===== src/rtl/sobel_3x3_sink.sv =====
// Sobel 3x3 window consumer: gradient magnitude, binary edge and frame position tracking.
// The edge-pixel output is named edge_o because `edge` is a reserved word.
module sobel_3x3_sink #(
  parameter int unsigned DATA_WIDTH = 8,
  parameter int unsigned IMG_W      = 640,
  parameter int unsigned IMG_H      = 480
) (
  input  logic                  clk,
  input  logic                  rst,
  input  logic                  sof,
  input  logic                  win_valid,
  input  logic [DATA_WIDTH-1:0] a1,
  input  logic [DATA_WIDTH-1:0] a2,
  input  logic [DATA_WIDTH-1:0] a3,
  input  logic [DATA_WIDTH-1:0] a4,
  input  logic [DATA_WIDTH-1:0] a5,
  input  logic [DATA_WIDTH-1:0] a6,
  input  logic [DATA_WIDTH-1:0] a7,
  input  logic [DATA_WIDTH-1:0] a8,
  input  logic [DATA_WIDTH-1:0] a9,
  input  logic [DATA_WIDTH-1:0] thresh,
  output logic [DATA_WIDTH-1:0] mag,
  output logic                  edge_o,
  output logic                  dout_valid,
  output logic                  frame_done
);

  localparam int unsigned CW = (IMG_W > 1) ? $clog2(IMG_W) : 1;
  localparam int unsigned RW = (IMG_H > 1) ? $clog2(IMG_H) : 1;
  localparam int unsigned PW = DATA_WIDTH + 2;
  localparam int unsigned GW = DATA_WIDTH + 4;

  // a + 2b + c, never exceeds 4*(2^DATA_WIDTH-1)
  function automatic logic [PW-1:0] tap_sum(input logic [DATA_WIDTH-1:0] a,
                                            input logic [DATA_WIDTH-1:0] b,
                                            input logic [DATA_WIDTH-1:0] c);
    return PW'(a) + PW'({b, 1'b0}) + PW'(c);
  endfunction

  function automatic logic [PW-1:0] abs_diff(input logic [PW-1:0] p,
                                             input logic [PW-1:0] n);
    logic signed [GW-1:0] d;
    d = $signed(GW'(p)) - $signed(GW'(n));
    if (d < 0) d = -d;
    return d[PW-1:0];
  endfunction

  logic [CW-1:0] col_q, col_d, beat_col;
  logic [RW-1:0] row_q, row_d, beat_row;
  logic          beat_border, beat_last;

  // sof with a beat makes that beat position (0,0); sof alone just clears the counters.
  always_comb begin
    beat_col    = sof ? '0 : col_q;
    beat_row    = sof ? '0 : row_q;
    beat_border = (32'(beat_row) < 32'd2) || (32'(beat_col) < 32'd2);
    beat_last   = (32'(beat_col) == IMG_W - 1) && (32'(beat_row) == IMG_H - 1);
    col_d       = col_q;
    row_d       = row_q;
    if (win_valid) begin
      if (32'(beat_col) == IMG_W - 1) begin
        col_d = '0;
        row_d = (32'(beat_row) == IMG_H - 1) ? '0 : beat_row + 1'b1;
      end else begin
        col_d = beat_col + 1'b1;
        row_d = beat_row;
      end
    end else if (sof) begin
      col_d = '0;
      row_d = '0;
    end
  end

  logic                  v1_q, bd1_q, last1_q;
  logic [DATA_WIDTH-1:0] thr1_q;
  logic [PW-1:0]         gxp_q, gxn_q, gyp_q, gyn_q;

  logic                  v2_q, bd2_q, last2_q;
  logic [DATA_WIDTH-1:0] thr2_q;
  logic [PW-1:0]         agx_q, agy_q;

  logic [DATA_WIDTH-1:0] mag_q, mag_d;
  logic                  edge_q, edge_d, dv_q, fd_q;
  logic [PW:0]           sum_d;
  logic [DATA_WIDTH-1:0] sat_d;

  always_comb begin
    sum_d  = (PW+1)'(agx_q) + (PW+1)'(agy_q);
    sat_d  = (|sum_d[PW:DATA_WIDTH]) ? '1 : sum_d[DATA_WIDTH-1:0];
    mag_d  = bd2_q ? '0 : sat_d;
    edge_d = !bd2_q && (sat_d >= thr2_q);
  end

  always_ff @(posedge clk or posedge rst) begin
    if (rst) begin
      col_q   <= '0;
      row_q   <= '0;
      v1_q    <= 1'b0;
      bd1_q   <= 1'b0;
      last1_q <= 1'b0;
      thr1_q  <= '0;
      gxp_q   <= '0;
      gxn_q   <= '0;
      gyp_q   <= '0;
      gyn_q   <= '0;
      v2_q    <= 1'b0;
      bd2_q   <= 1'b0;
      last2_q <= 1'b0;
      thr2_q  <= '0;
      agx_q   <= '0;
      agy_q   <= '0;
      mag_q   <= '0;
      edge_q  <= 1'b0;
      dv_q    <= 1'b0;
      fd_q    <= 1'b0;
    end else begin
      col_q   <= col_d;
      row_q   <= row_d;
      // S1: partial sums and per-beat side information
      v1_q    <= win_valid;
      bd1_q   <= beat_border;
      last1_q <= beat_last;
      thr1_q  <= thresh;
      gxp_q   <= tap_sum(a3, a6, a9);
      gxn_q   <= tap_sum(a1, a4, a7);
      gyp_q   <= tap_sum(a7, a8, a9);
      gyn_q   <= tap_sum(a1, a2, a3);
      // S2: gradient magnitudes per axis
      v2_q    <= v1_q;
      bd2_q   <= bd1_q;
      last2_q <= last1_q;
      thr2_q  <= thr1_q;
      agx_q   <= abs_diff(gxp_q, gxn_q);
      agy_q   <= abs_diff(gyp_q, gyn_q);
      // S3: pixel outputs only move on a valid beat, so they hold across gaps
      dv_q    <= v2_q;
      fd_q    <= v2_q && last2_q;
      if (v2_q) begin
        mag_q  <= mag_d;
        edge_q <= edge_d;
      end
    end
  end

  assign mag        = mag_q;
  assign edge_o     = edge_q;
  assign dout_valid = dv_q;
  assign frame_done = fd_q;

endmodule


===== config.mk =====
export PLATFORM = sky130hd
export DESIGN_NAME = sobel_3x3_sink
export DESIGN_NICKNAME = d
export VERILOG_FILES = /design/src/rtl/sobel_3x3_sink.sv
export SDC_FILE = /design/constraint.sdc
export NUM_CORES = 1
export LEC_CHECK = 0
export ABC_CLOCK_PERIOD_IN_PS = 4300
export CELL_PAD_IN_SITES_DETAIL_PLACEMENT = 1
export CELL_PAD_IN_SITES_GLOBAL_PLACEMENT = 1
export CORE_MARGIN = 4
export CORE_UTILIZATION = 44
export DETAILED_ROUTE_END_ITERATION = 8
export PLACE_DENSITY = 0.81
export SYNTH_ARGS = -nofsm -noshare
export SYNTH_HDL_FRONTEND = slang
export SYNTH_SLANG_ARGS = --single-unit
export TNS_END_PERCENT = 50

===== constraint.sdc =====
create_clock -name clk -period 4.3 [get_ports clk]
set_clock_uncertainty 0.15 [all_clocks]
set_input_delay 0.86 -clock clk [delete_from_list [all_inputs] [get_ports clk]]
set_output_delay 0.86 -clock clk [all_outputs]
set_load 0.03 [all_outputs]

==> results of run 1 <==
## path summary, 6_finish.rpt
check                               from         end  slack (ns)  depth (start not counted)
worst max-delay path            agx_q[0]      edge_o        0.61                         15
worst max register to register  agx_q[0]      edge_o        0.61                         15
max in group asynchronous            rst    gxn_q[4]        2.41                          3
worst min-delay path             last1_q     last2_q        0.20                          0
min in group asynchronous            rst  frame_done        0.81                          2
worst min register to register   last1_q     last2_q        0.20                          0
## cell type report
cell class                 instances  area [µm²]  share of cell area
timing repair buffer              90       903.4              0.1023
tap                              220       275.3             0.03117
clock buffer                       9       225.2             0.02550
multi-input combinational        520        4295              0.4864
inverter                          62       235.2             0.02664
clock inverter                     7       93.84             0.01063
sequential                       112        2803              0.3174
## worst register-to-register path, cell delays in order (launching register included)
cell       delay [ns]
dfrtp_1          0.38
ha_1             0.23
fa_1             0.42
a21oi_2          0.18
o21ai_1          0.11
a21oi_2          0.27
nor2_1           0.11
a2111oi_4        0.35
nor2b_1          0.21
ha_1             0.25
nand2b_1         0.15
a21o_1           0.18
a21o_1           0.18
a21o_1           0.18
a21oi_1          0.15
o21ai_0          0.10
## cells in the mapped netlist, types with 4 or more instances
library cell	number
o21ai_0	25
mux2i_1	5
ha_1	78
inv_1	62
nand2b_1	15
a31oi_1	4
nand3_1	8
nor4_1	6
a21oi_2	4
nor2b_1	21
xor2_1	14
fa_1	35
a21oi_1	42
o211ai_1	7
a21o_1	20
nand2_1	49
dfrtp_1	112
o41ai_1	4
nor3_1	13
nand3b_1	8
or3_1	4
xnor2_1	48
clkbuf_1	5
nor2_1	47
o21a_1	5
a211oi_1	6
o21bai_1	5
## per-stage QoR
| stage | util | total power, W | hold slack [ns] | setup slack [ns] |
|---|---|---|---|---|
| after floorplan | - | 0.004101 | 0.1812 | 0.3310 |
| after global placement | 0.5151 | 0.004709 | 0.1812 | 0.6898 |
| after detailed placement | 0.5151 | 0.004927 | 0.1879 | 0.5758 |
| after CTS | 0.5344 | 0.005877 | 0.2030 | 0.5463 |
| after global routing | 0.5344 | 0.006349 | 0.1962 | 0.3856 |
| final | 0.5344 | 0.005826 | 0.1979 | 0.6089 |
## power by group through the flow
stage	clock network (W)	logic, W	registers, W
6_report	0.000882	0.00351	0.00144
5_1_grt	0.000955	0.00393	0.00146
4_1_cts	0.000906	0.00353	0.00144
3_5_place_dp	0	0.00347	0.00146
3_3_place_gp	0	0.00326	0.00144
2_1_floorplan	0	0.00267	0.00143
## sequential cells by signal, summed over array words and instances (netlist names), 8 cells and up
register,cells
row_q,9
col_q,10
agy_q,10
mag,8
thr1_q,8
agx_q,10
gyn_q,10
gyp_q,10
thr2_q,8
gxn_q,10
gxp_q,10
## layer usage
metal | part of all wire | up-vias | GRT usage
met5 | 0 | - | 0
met4 | 0.025 | 0 | 0.07317
met2 | 0.53 | 87 | 0.3842
met1 | 0.41 | 2695 | 0.2407
met3 | 0.032 | 27 | 0.03324
li1 | - | 2606 | -
## placed cells by master (no fill, tap or decap), types with 14 or more instances in the layout
| cell type | count |
|---|---|
| dfrtp_1 | 112 |
| clkdlybuf4s50_1 | 86 |
| ha_1 | 78 |
| inv_1 | 61 |
| nand2_1 | 49 |
| xnor2_1 | 48 |
| nor2_1 | 47 |
| a21oi_1 | 42 |
| fa_1 | 35 |
| o21ai_0 | 25 |
| nor2b_1 | 21 |
| a21o_1 | 20 |
| nand2b_1 | 15 |
| xor2_1 | 14 |
## logic make-up (layout without fill, tap and decap cells)
family | after synthesis | count (layout)
DFF | 112 | 112
muxes | 8 | 8
AOI/OAI and AO/OA | 148 | 148
and+or+nand+nor | 189 | 189
adders and majority gates | 113 | 113
buffers and inverters | 71 | 168
xor gates and xnor gates | 62 | 62
==> out/qor.yml, run 1 <==
cts:
  clock_sinks: 112
  cts_tree: "built"
  cts.clk_slew.worst_paths_ns: 0.09
  cts_setup_buffers: 0
  htreeDepth: 3
  hold_buffers: 0
  cts-resized-gates: 0
  cts-root-buf: "clkbuf_16"
  cts_buffers: 9
  clk_latency_ns: 0.37
  clockBufferDepth: 2
finish:
  diodes: 0
  nets: 992
  drive_above_1_share: 0.05125
  fin_cells: 1020
  area_delta_synth_final_pct: 19.73
  design_area_um2: 8831
  nFillCells: 1812
placed_design:
  place_hpwl_um: 14760
  dp.cells: 1004
  placed_area_um2: 8512
  routabilityCongestion: 0.9057
  port_buffers: 86
yosys:
  synthArstFlopShare: 1.000
  synth-seq-cells: 112
  synthAdderAreaFrac: 0.2273
  synth_edf_count: 0
  synth_ff_type: "dfrtp_1"
  synth_top_area_frac: 0.3800
  synthCells: 703
  yosys.area.top_type: "dfrtp_1"
  synth_area_leaders: "dfrtp_1 (38%), ha_1 (13%), fa_1 (9.5%)"
  synth_cell_types: 59
  synth_top_family_by_area: "adder cells"
  synth_mux_area_frac: 0.01137
  syn_avg_cell_area_um2: 10.49
  synth_warnings: 0
  synth_xor_area_frac: 0.07362
  synth_fp_nets: 900
  synth_compound_area_frac: 0.1408
  yosysSeqAreaShare: 0.3800
  syn_area_um2: 7376
  yosys.area_share.simple: 0.1293
worst_setup_path:
  crit_top_cell: "a21o_1"
  cp_cell_sequence: "ha_1 -> fa_1 -> a21oi_2 -> o21ai_1 -> a21oi_2 -> nor2_1 -> a2111oi_4 -> nor2b_1 -> ha_1 -> nand2b_1 -> a21o_1 -> a21o_1 -> a21o_1 -> a21oi_1 -> o21ai_0"
  cp-start-kind: "register"
  critPathSlowestCell: "fa_1"
  path_delay_family: "compound AO/OA/AOI/OAI gates"
  critical_path_class: "register to register"
  worst_ep_arrival_time_ns: 3.80
  worstSetupEndpointType: "register"
  worstPathMaxFanout: 3
  slowest_delay_ns: 0.42
  crit_required_ns: 4.41
  path_buf_inv: 0
die:
  core_um2: 16520
  design.die.area_um2: 18900
  rows: 47
  die_h_um: 137.5
  initial_core_util: 0.4464
  io_pins: 95
  die_x_um: 137.5
routing:
  drt_first_iter_violations: 185
  routedWlPerCell_um: 17.80
  wl_um: 18160
  viasPerCell: 5.309
  drcViolationCount: 0
  antenna_left: 0
  vias: 5415
  drt_first_pass_iters: 4
timing:
  fin_crit_ns: 3.691
  fin_crit_sh: 0.8584
  fmax_mhz: 270.9
  rsz0062_at_grt: "false"
  setup-violations-final: 0
  hold_viol: 0
  fin_tns_setup_ns: 0
  slew_headroom: 0.5318
  finalMaxSlewViolations: 0
  worst_pin_slew_ns: 0.7023
power_and_ir_drop:
  sw_frac_of_total: 0.4419
  seqPwrFrac: 0.247
  combPwrFrac: 0.602
  switchingPower_w: 0.002574
  p_int_w: 0.003252
  power.density_nw_per_um2: 659.8
  p_clk_frac: 0.151
  ir_worst_vdd_mv: 0.3402
  p_leak_nw: 3.961
grt:
  grt_pass1_vias: 6195
  grt_max_degree: 58
  track_usage: 0.2073
  antenna_found_initial: 0
  gr-total-overflow: 0
  grt_pass1_wl_um: 30550
flow_run:
  drv_cap: 0
run_status:
  outcome: "finished clean"
hold_path:
  hold_class: "register to register"
Power figures use the tool's default switching activity.
==> run 2: changes to the inputs <==
- CORE_ASPECT_RATIO: unset -> 1.25
- CTS_CLUSTER_DIAMETER: unset -> 30
==> out/qor.yml, run 2 (synthesized netlist as in run 1, its figures left out) <==
run_status:
  outcome: "finished clean"
cts:
  cts_buffers: 9  # unchanged
  clockBufferDepth: 2  # unchanged
  cts_setup_buffers: 0  # unchanged
  hold_buffers: 0  # unchanged
  cts-root-buf: "clkbuf_16"
  cts_tree: "built"
  clock_sinks: 112  # unchanged
  cts-resized-gates: 0  # unchanged
  htreeDepth: 3  # unchanged
  clk_latency_ns: 0.34  # -0.03 ns
  cts.clk_slew.worst_paths_ns: 0.07  # -0.02 ns
die:
  io_pins: 95  # unchanged
  design.die.area_um2: 18910  # about the same
  initial_core_util: 0.4517  # +0.005301
  die_x_um: 123.8  # -9.9%
  core_um2: 16330  # -1.2%
  rows: 52  # +11%
  die_h_um: 152.8  # +11%
timing:
  slew_headroom: 0.5838  # +0.05202
  worst_pin_slew_ns: 0.6242  # -0.07803 ns
  fmax_mhz: 253.2  # -6.6%
  worst_slack_ns: 0.3499  # -0.2591 ns
  hold_ws_ns: 0.1999  # +0.002034 ns
  fin_tns_setup_ns: 0  # unchanged
  rsz0062_at_grt: "false"
  finalMaxSlewViolations: 0  # unchanged
  setup-violations-final: 0  # unchanged
  hold_viol: 0  # unchanged
  fin_crit_sh: 0.9186  # +0.06025
  fin_crit_ns: 3.950  # +0.2591 ns
routing:
  drt_first_pass_iters: 4  # unchanged
  drt_first_iter_violations: 166  # -10%
  viasPerCell: 5.345  # +0.68%
  wl_um: 17520  # -3.5%
  vias: 5436  # +0.39%
  antenna_left: 0  # unchanged
  drcViolationCount: 0  # unchanged
  routedWlPerCell_um: 17.22  # -3.3%
placed_design:
  port_buffers: 86  # unchanged
  placed_area_um2: 8514  # about the same
  place_ws_ns: 0.3024  # -0.2734 ns
  place_hpwl_um: 14530  # -1.5%
  routabilityCongestion: 0.8970  # -0.96%
finish:
  final_common_cell: "dfrtp_1"
  nets: 993  # +0.10%
  area_delta_synth_final_pct: 19.12
  design_area_um2: 8786  # -0.51%
  layout_common_cells: "dfrtp_1 (112), clkdlybuf4s50_1 (86), ha_1 (78)"
  diodes: 0  # unchanged
  drive_above_1_share: 0.05119  # -0.00006398
power_and_ir_drop:
  seqPwrFrac: 0.251  # +0.004
  p_leak_nw: 3.942  # -0.50%
  ir_worst_vdd_mv: 0.2700  # -21%
  p_int_w: 0.003216  # -1.1%
  p_clk_frac: 0.136  # -0.015
  sw_frac_of_total: 0.4317  # -0.01012
  switchingPower_w: 0.002443  # -5.1%
  power.density_nw_per_um2: 644.1  # -2.4%
  combPwrFrac: 0.613  # +0.011
worst_setup_path:
  worstPathMaxFanout: 14  # +11
  rr_worst_depth: 15  # unchanged
  crit_required_ns: 4.35  # -0.06 ns
  worstSetupEndpointType: "register"
  worst_ep_arrival_time_ns: 4.00  # +0.20 ns
  critical_path_class: "register to register"
  cp-start-kind: "register"
grt:
  grt_max_degree: 113  # +95%
  gr-total-overflow: 0  # unchanged
  grt_pass1_vias: 6182  # -0.21%
  grt_use_met3: 0.02711  # -0.006129
  grt_pass1_wl_um: 29250  # -4.3%
  grtUsageMet2: 0.3803  # -0.003966
  met1_usage: 0.2066  # -0.03410
  antenna_found_initial: 0  # unchanged
  top_usage_layer: "met2"
  track_usage: 0.1950  # -0.01238
flow_run:
  drv_cap: 0  # unchanged
hold_path:
  worstHoldPathCells: 0  # unchanged
  hold_class: "register to register"
-- run 2: final cells by class --
cell class,count,area (µm²)
clock inverters,6,42.54
clock buffers,10,229.0
multi-input cells,520,4295
inverters,62,235.2
well taps,216,270.3
flip-flops and latches,112,2803
repair buffers,91,910.9
fillers,1821,7545
-- run 2: worst max-delay path, stage by stage (launching register included) --
cell and delay, ns:
dfrtp_1 0.37, ha_1 0.22, fa_1 0.43, a21oi_2 0.19, o21ai_1 0.09, a21oi_2 0.28
nor2_1 0.12, a2111oi_4 0.42, buf_4 0.26, nand2b_1 0.09, ha_1 0.29, a21o_1 0.16
a21o_1 0.17, a21o_1 0.17, a21oi_1 0.24, o21ai_0 0.15
-- run 2: worst paths after layout --
path                        endpoint  slack [ns]       from
setup / recovery              edge_o        0.35   agx_q[0]
hold / removal             thr2_q[5]        0.20  thr1_q[5]
setup reg to reg              edge_o        0.35   agx_q[0]
hold reg to reg            thr2_q[5]        0.20  thr1_q[5]
max in group asynchronous   gyn_q[2]        2.68        rst
min in group asynchronous       v2_q        0.81        rst
-- run 2: power by group through the flow --
stage          clock [W]  combinational (W)  sequential (W)
6_report        0.000769            0.00347         0.00142
5_1_grt         0.000848            0.00391         0.00145
4_1_cts         0.000799            0.00351         0.00143
3_5_place_dp           0            0.00345         0.00145
3_3_place_gp           0            0.00324         0.00144
2_1_floorplan          0            0.00267         0.00143
-- run 2: metal layers --
metal  routed length [µm]  up-vias
met4                  399        0
li1                     -     2614
met1                 6495     2684
met3                  605       27
met5                    0        -
met2                10010      111
-- run 2: through the flow --
stage,instances,total power (W),util
2_1_floorplan,703,0.004101,-
3_3_place_gp,1001,0.004682,0.5214
3_5_place_dp,1001,0.004900,0.5214
4_1_cts,1017,0.005734,0.5380
5_1_grt,1017,0.006200,0.5380
6_report,1017,0.005659,0.5380
==> run 3: changes to the inputs <==
- PLACE_DENSITY: 0.81 -> 0.9
==> out/qor.yml, run 3 (synthesized netlist as in run 1, its figures left out) <==
cts:
  cts_buffers: 9  # unchanged
  clk_latency_ns: 0.35  # about the same
  cts-root-buf: "clkbuf_16"
  cts_setup_buffers: 0  # unchanged
  cts_tree: "built"
  hold_buffers: 0  # unchanged
  clock_sinks: 112  # unchanged
  htreeDepth: 3  # unchanged
  cts.clk_slew.worst_paths_ns: 0.07  # about the same
  clockBufferDepth: 2  # unchanged
  cts-resized-gates: 0  # unchanged
timing:
  hold_viol: 0  # unchanged
  fin_tns_setup_ns: 0  # unchanged
  worst_pin_slew_ns: 0.6454  # +0.02118 ns
  rsz0062_at_grt: "false"
  setup-violations-final: 0  # unchanged
  hold_ws_ns: 0.2001  # +0.0001630 ns
  worst_slack_ns: 0.4996  # +0.1498 ns
  finalMaxSlewViolations: 0  # unchanged
  fin_crit_ns: 3.800  # -0.1498 ns
  slew_headroom: 0.5697  # -0.01412
  fin_crit_sh: 0.8838  # -0.03483
  fmax_mhz: 263.1  # +3.9%
routing:
  antenna_left: 0  # unchanged
  viasPerCell: 5.509  # +3.1%
  vias: 5603  # +3.1%
  drcViolationCount: 0  # unchanged
  wl_um: 19320  # +10%
  drt_first_pass_iters: 4  # unchanged
  drt_first_iter_violations: 267  # +61%
  routedWlPerCell_um: 19.00  # +10%
finish:
  diodes: 0  # unchanged
  nets: 993  # unchanged
  drive_above_1_share: 0.05119  # unchanged
  area_delta_synth_final_pct: 19.86
  layout_common_cells: "dfrtp_1 (112), clkdlybuf4s50_1 (86), ha_1 (78)"
  nFillCells: 1759  # -3.4%
  final_common_cell: "dfrtp_1"
grt:
  track_usage: 0.2153  # +0.02037
  antenna_found_initial: 0  # unchanged
  grt_max_degree: 113  # unchanged
  grtUsageMet2: 0.4042  # +0.02398
  grt_use_met3: 0.03453  # +0.007427
  grt_pass1_vias: 6342  # +2.6%
  top_usage_layer: "met2"
  met1_usage: 0.2290  # +0.02235
  grt_pass1_wl_um: 31900  # +9.1%
  gr-total-overflow: 0  # unchanged
hold_path:
  min_to: "thr2_q[1]"
  hp-start: "thr1_q[1]"
  worstHoldPathCells: 0  # unchanged
  hold_class: "register to register"
worst_setup_path:
  critPathSlowestCell: "a2111oi_4"
  crit_required_ns: 4.38  # +0.03 ns
  cp-start-kind: "register"
  cp_cell_sequence: "ha_1 -> fa_1 -> a21oi_2 -> o21ai_1 -> a21oi_2 -> nor2_1 -> a2111oi_4 -> buf_4 -> nand2b_1 -> ha_1 -> a21o_1 -> a21o_1 -> a21o_1 -> a21oi_1 -> o21ai_0"
  worstPathMaxFanout: 13  # -1
  slowest_delay_ns: 0.44  # about the same
  worstSetupEndpointType: "register"
  worst_ep_arrival_time_ns: 3.88  # -0.12 ns
  rr_worst_depth: 15  # unchanged
  path_buf_inv: 1  # unchanged
  path_delay_family: "compound AO/OA/AOI/OAI gates"
  crit_top_cell: "a21o_1"
  r2r-end: "edge_o"
  critical_path_class: "register to register"
  worst-r2r-setup-slack_ns: 0.50  # +0.15 ns
  r2r_start: "agy_q[0]"
placed_design:
  place_ws_ns: 0.5315  # +0.2291 ns
  place_hpwl_um: 15540  # +7.0%
  port_buffers: 86  # unchanged
  routabilityCongestion: 0.9019  # +0.55%
power_and_ir_drop:
  power.density_nw_per_um2: 669.4  # +3.9%
  p_leak_nw: 3.971  # +0.75%
  total_power_w: 0.005918  # +4.6%
  ir_worst_vdd_mv: 0.3453  # +28%
die:
  die_h_um: 152.8  # unchanged
  design.die.area_um2: 18910  # unchanged
  core_um2: 16330  # unchanged
  initial_core_util: 0.4517  # unchanged
  rows: 52  # unchanged
  die_x_um: 123.8  # unchanged
  io_pins: 95  # unchanged
run_status:
  outcome: "finished clean"
flow_run:
  drv_cap: 0  # unchanged
-- run 3: worst register-to-register path, stage by stage (launching register included) --
cell	delay, ns
dfrtp_1	0.39
ha_1	0.22
fa_1	0.43
a21oi_2	0.19
o21ai_1	0.11
a21oi_2	0.27
nor2_1	0.11
a2111oi_4	0.44
buf_4	0.26
nand2b_1	0.08
ha_1	0.27
a21o_1	0.16
a21o_1	0.18
a21o_1	0.17
a21oi_1	0.14
o21ai_0	0.10
-- run 3: where the power goes --
part / internal [W] / switching [W] / leakage [nW]
Clock: 0.000521 / 0.000399 / 0.160
Combinational: 0.00150 / 0.00206 / 2.45
Sequential: 0.00133 / 0.000112 / 1.37
-- run 3: worst max path at each step --
stage          slack (ns)  cells past startpoint     start       end
3_3_place_gp         0.63                      9     a1[2]  gyn_q[8]
2_1_floorplan        0.33                      1       rst  agx_q[0]
4_1_cts              0.49                     15  agx_q[0]    edge_o
5_1_grt              0.26                     15  agy_q[0]    edge_o
6_report             0.50                     15  agy_q[0]    edge_o
3_5_place_dp         0.53                     15  agx_q[0]    edge_o
-- run 3: per-layer routing --
layer | wire (µm) | vias to the layer above
li1 | - | 2621
met1 | 6955 | 2782
met2 | 10730 | 154
met3 | 793 | 46
met4 | 838 | 0
met5 | 0 | -
-- run 3: area by class of cell --
class                           count  area, µm²  share of cell area
Inverter                           62      235.2             0.02661
Timing Repair Buffer               91      910.9              0.1030
Multi-Input combinational cell    520       4295              0.4858
Clock buffer                       10      229.0             0.02590
Sequential cell                   112       2803              0.3170
Tap cell                          216      270.3             0.03057
Clock inverter                      6      97.59             0.01104
-- run 3: through the flow --
stage / cell area (µm²) / util / instances
3_5_place_dp: 8514 / 0.5214 / 1001
5_1_grt: 8841 / 0.5414 / 1017
3_3_place_gp: 8514 / 0.5214 / 1001
6_report: 8841 / 0.5414 / 1017
4_1_cts: 8841 / 0.5414 / 1017
2_1_floorplan: 7376 / - / 703
